`src/rtl/alu_arbiter.sv`:
```
// Two-requester front end for one shared combinational ALU.
// Grants one operation at a time: accept, execute, hold response.
module alu_arbiter #(
  parameter bit FIXED_PRIORITY = 1'b0
) (
  input  logic        i_clk,
  input  logic        i_rst,
  input  logic        i_req0_valid,
  output logic        o_req0_ready,
  input  logic [31:0] i_req0_a,
  input  logic [31:0] i_req0_b,
  input  logic [2:0]  i_req0_op,
  input  logic        i_req0_sub,
  input  logic        i_req0_arith_shift,
  input  logic [2:0]  i_req0_branch_op,
  input  logic        i_req1_valid,
  output logic        o_req1_ready,
  input  logic [31:0] i_req1_a,
  input  logic [31:0] i_req1_b,
  input  logic [2:0]  i_req1_op,
  input  logic        i_req1_sub,
  input  logic        i_req1_arith_shift,
  input  logic [2:0]  i_req1_branch_op,
  output logic        o_rsp0_valid,
  output logic [31:0] o_rsp0_y,
  output logic        o_rsp0_will_branch,
  input  logic        i_rsp0_ready,
  output logic        o_rsp1_valid,
  output logic [31:0] o_rsp1_y,
  output logic        o_rsp1_will_branch,
  input  logic        i_rsp1_ready,
  output logic [31:0] o_alu_a,
  output logic [31:0] o_alu_b,
  output logic [2:0]  o_alu_op,
  output logic        o_alu_sub,
  output logic        o_alu_arith_shift,
  output logic [2:0]  o_alu_branch_op,
  input  logic [31:0] i_alu_y,
  input  logic        i_alu_will_branch,
  output logic        o_busy
);

  typedef enum logic [1:0] {
    IDLE = 2'd0,
    EXEC = 2'd1,
    RESP = 2'd2
  } state_t;

  state_t      state_q;
  logic        owner_q;
  logic        last_q;
  logic [31:0] a_q;
  logic [31:0] b_q;
  logic [2:0]  op_q;
  logic        sub_q;
  logic        sh_q;
  logic [2:0]  bop_q;
  logic        rsp0_valid_q;
  logic        rsp1_valid_q;
  logic [31:0] rsp0_y_q;
  logic [31:0] rsp1_y_q;
  logic        rsp0_wb_q;
  logic        rsp1_wb_q;

  logic idle;
  logic pick1;
  logic gnt0;
  logic gnt1;
  logic owner_rdy;

  assign idle  = (state_q == IDLE) & ~i_rst;
  // Requester 1 wins a tie only in round-robin mode after 0 was served.
  assign pick1 = i_req1_valid &
                 (~i_req0_valid | (~FIXED_PRIORITY & ~last_q));
  assign gnt1  = idle & pick1;
  assign gnt0  = idle & i_req0_valid & ~pick1;
  assign owner_rdy = owner_q ? i_rsp1_ready : i_rsp0_ready;

  always_ff @(posedge i_clk or posedge i_rst) begin
    if (i_rst) begin
      state_q      <= IDLE;
      owner_q      <= 1'b0;
      last_q       <= 1'b1;
      a_q          <= '0;
      b_q          <= '0;
      op_q         <= '0;
      sub_q        <= 1'b0;
      sh_q         <= 1'b0;
      bop_q        <= '0;
      rsp0_valid_q <= 1'b0;
      rsp1_valid_q <= 1'b0;
      rsp0_y_q     <= '0;
      rsp1_y_q     <= '0;
      rsp0_wb_q    <= 1'b0;
      rsp1_wb_q    <= 1'b0;
    end else begin
      unique case (state_q)
        IDLE: begin
          if (gnt0 | gnt1) begin
            owner_q <= gnt1;
            last_q  <= gnt1;
            a_q     <= gnt1 ? i_req1_a : i_req0_a;
            b_q     <= gnt1 ? i_req1_b : i_req0_b;
            op_q    <= gnt1 ? i_req1_op : i_req0_op;
            sub_q   <= gnt1 ? i_req1_sub : i_req0_sub;
            sh_q    <= gnt1 ? i_req1_arith_shift
                            : i_req0_arith_shift;
            bop_q   <= gnt1 ? i_req1_branch_op
                            : i_req0_branch_op;
            state_q <= EXEC;
          end
        end
        EXEC: begin
          if (owner_q) begin
            rsp1_valid_q <= 1'b1;
            rsp1_y_q     <= i_alu_y;
            rsp1_wb_q    <= i_alu_will_branch;
          end else begin
            rsp0_valid_q <= 1'b1;
            rsp0_y_q     <= i_alu_y;
            rsp0_wb_q    <= i_alu_will_branch;
          end
          state_q <= RESP;
        end
        RESP: begin
          if (owner_rdy) begin
            rsp0_valid_q <= 1'b0;
            rsp1_valid_q <= 1'b0;
            state_q      <= IDLE;
          end
        end
        default: state_q <= IDLE;
      endcase
    end
  end

  assign o_req0_ready       = gnt0;
  assign o_req1_ready       = gnt1;
  assign o_alu_a            = a_q;
  assign o_alu_b            = b_q;
  assign o_alu_op           = op_q;
  assign o_alu_sub          = sub_q;
  assign o_alu_arith_shift  = sh_q;
  assign o_alu_branch_op    = bop_q;
  assign o_rsp0_valid       = rsp0_valid_q;
  assign o_rsp0_y           = rsp0_y_q;
  assign o_rsp0_will_branch = rsp0_wb_q;
  assign o_rsp1_valid       = rsp1_valid_q;
  assign o_rsp1_y           = rsp1_y_q;
  assign o_rsp1_will_branch = rsp1_wb_q;
  assign o_busy             = (state_q != IDLE);

endmodule

```
`config.mk`:
```
export PLATFORM = sky130hd
export DESIGN_NAME = alu_arbiter
export DESIGN_NICKNAME = d
export VERILOG_FILES = /design/src/rtl/alu_arbiter.sv
export SDC_FILE = /design/constraint.sdc
export NUM_CORES = 1
export LEC_CHECK = 0
export ABC_AREA = 1
export BUFFER_PORTS_ARGS = -buffer_cell sky130_fd_sc_hd__buf_2
export CORE_AREA = 2 2 128 130
export CTS_BUF_LIST = sky130_fd_sc_hd__clkbuf_16
export DETAILED_ROUTE_END_ITERATION = 16
export DIE_AREA = 0 0 130 132
export GPL_TIMING_DRIVEN = 0
export PLACE_DENSITY = 0.73
export SYNTH_ARGS = -nofsm -noshare
export SYNTH_HDL_FRONTEND = slang
export SYNTH_SLANG_ARGS = --single-unit
```
`constraint.sdc`:
```
create_clock -name i_clk -period 12.5 [get_ports i_clk]
set_clock_uncertainty 0.15 [all_clocks]
set_input_delay 3.75 -clock i_clk [delete_from_list [all_inputs] [get_ports i_clk]]
set_output_delay 3.75 -clock i_clk [all_outputs]
set_load 0.005 [all_outputs]
```
==> flow_summary.toml <==
[pwr]
power_mw = 2.09
power.density_mw_per_mm2 = 223
p_leak_nw = 5.34
irDropWorstVdd_mv = 0.0969

[global_route]
grt_pass1_wl_mm = 33.3
overflow = 0
grt_pass1_vias = 6484
antenna_found_initial = 2
grt_max_degree = 92
track_usage = 0.247

[clock_tree]
cts_max_level = 4
cts_sinks = 144
cts_buffers = 17
cts_setup_buffers = 0
cts_tree = "done"
postCtsHoldBufs = 0
worst_skew_pair.late_latency_ns = 0.41
clockBufferDepth = 2
root_buffer = "clkbuf_16"
post_cts_resize_count = 0
clkTransAtPathRegs_ns = 0.06

[logic_synthesis]
synth_edf_count = 0
synth.distinct_cells = 18
synthTopCellsByArea = "dfrtp_1 52%, nand2_1 12%, nand3_1 11%"
ys_seq_elements = 144
synth_top_area_cell = "dfrtp_1"
synthFlopType = "dfrtp_1"
syn_area_mm2 = 0.00684
ys_top_cells_by_count = "220 x nand2_1, 146 x nand3_1, 143 x dfrtp_1"
seq_area_frac_synth = 0.527
synth_top_area_share = 0.523
avgSynthCellArea_um2 = 8.23
async_reset_ff_frac = 1.00
synth_fp_nets = 1014
ys_warn_count = 0
yosys.cell_count.top_type = "nand2_1"
synthCells = 831

[layout]
area_delta_synth_final_pct = 37.0
layout-drive-gt1-share = 0.347
stdcell_count = 1406
nFillCells = 1463
final_net_count = 1359

[floorplan]
core_area_mm2 = 0.0157
rows = 46
die_height_um = 132
start_util = 0.435
die_w_um = 130
dieArea_mm2 = 0.0172
pin_count = 326

[timing]
hold_viol_final = 0
period_share = 0.724
rsz0062_at_grt = "false"
min_period_ns = 9.05
tightest_slew_ns = 0.522
drv_slew = 0
maxSlewHeadroom = 0.652
setup_viol = 0
fmax_mhz = 111

[routing]
drc_errors = 0
met1Wirelength_mm = 8.85
dr.pass1.iters = 5
drt-initial-drc-count = 349
ant_nets = 0
dr_wl_met3_mm = 1.71
vias = 6922
routed.top_layer = "met5"
drt_wl_total_mm = 21.4
routedWlPerCell_um = 15.2
met2_length_mm = 10.4
routed_via_density = 4.92

[min_path]
hold_path.class = "reg2reg"

[worst_setup_path]
startpoint_type = "primary input"
path_class = "in2out"
r2r_slack_ns = 10.67
crit_path_end_kind = "output port"
worstPathRequired_ns = 8.60
crit_arrival_ns = 5.15
worstPathMaxFanout = 55

[placement]
place.gp.congestion = 0.885
hpwl_mm = 15.8
placed_cells = 1373
numPortBuffers = 325

[outcome]
status = "finished, final reports clean"

[flow_run]
cap_violations = 0
## flip-flops by register name (all words and copies together) (netlist names)
register            flops
last_q                  1
o_alu_branch_op         3
o_alu_op                3
owner_q                 1
o_rsp1_will_branch      1
state_q                 2
o_rsp0_will_branch      1
o_alu_arith_shift       1
o_alu_sub               1
o_rsp1_y               32
o_rsp0_valid            1
o_alu_a                32
o_rsp1_valid            1
o_rsp0_y               32
o_alu_b                32
## power breakdown
part / switching, mW / internal (mW) / total (mW)
Clock: 0.216 / 0.301 / 0.517
Combinational: 0.430 / 0.331 / 0.761
Sequential: 0.120 / 0.694 / 0.814
## routing by layer
metal | global-route usage | vias up
met5 | 0 | -
met4 | 0.0747 | 2
met3 | 0.0670 | 32
met2 | 0.410 | 303
met1 | 0.314 | 3241
li1 | - | 3344
## cells in the final DEF (no fill, tap or decap), drive strengths merged, types with 3 or more instances in the layout
cell,netlist,final
nand2,220,220
o21ai,70,70
buf,47,373
clkbuf,12,29
nand3,146,146
inv,113,122
nor2,3,3
o21bai,72,72
dfrtp,143,143
## worst max-delay path, stage by stage
cell      delay (ns)
buf_2           0.13
inv_6           0.36
nand2_1         0.20
clkbuf_1        0.27
nor3_1          0.25
buf_2           0.16
## cell type report
class / instances / area [um2] / area share
sequential: 144 / 3600 / 0.385
multi-input combinational: 515 / 2490 / 0.265
timing repair buffer: 326 / 1650 / 0.177
inverter: 113 / 429 / 0.0458
clock buffer: 17 / 425 / 0.0454
buffer: 59 / 322 / 0.0343
tap: 216 / 270 / 0.0289
clock inverter: 15 / 173 / 0.0184
antenna: 1 / 2.50 / 0.000267
## stage by stage
step / worst slack (ns) / TNS, ns / util / hold WS, ns / area, um2
after global routing: 3.20 / 0 / 0.596 / 0.345 / 9370
after global placement: -0.974 / -1.93 / 0.556 / 0.305 / 8730
final: 3.45 / 0 / 0.596 / 0.323 / 9370
after floorplan: 0.948 / 0 / - / 0.293 / 6840
after detailed placement: 3.36 / 0 / 0.558 / 0.309 / 8770
after CTS: 3.35 / 0 / 0.596 / 0.325 / 9360
## final timing paths
kind | start | endpoint | cells after the start
worst max-delay path | i_rst | o_req0_ready | 6
worst min-delay path | last_q | last_q | 2
worst max register to register | state_q[1] | o_alu_a[5] | 7
worst min register to register | last_q | last_q | 2
min in group asynchronous | i_rst | state_q[1] | 2
max in group asynchronous | i_rst | o_rsp0_y[26] | 3
## logic make-up after synthesis
family,synth area share
simple gates,0.231
compound gates,0.132
buf+inv,0.109
flops,0.527
No activity file was read; power rests on OpenSTA's default activity.
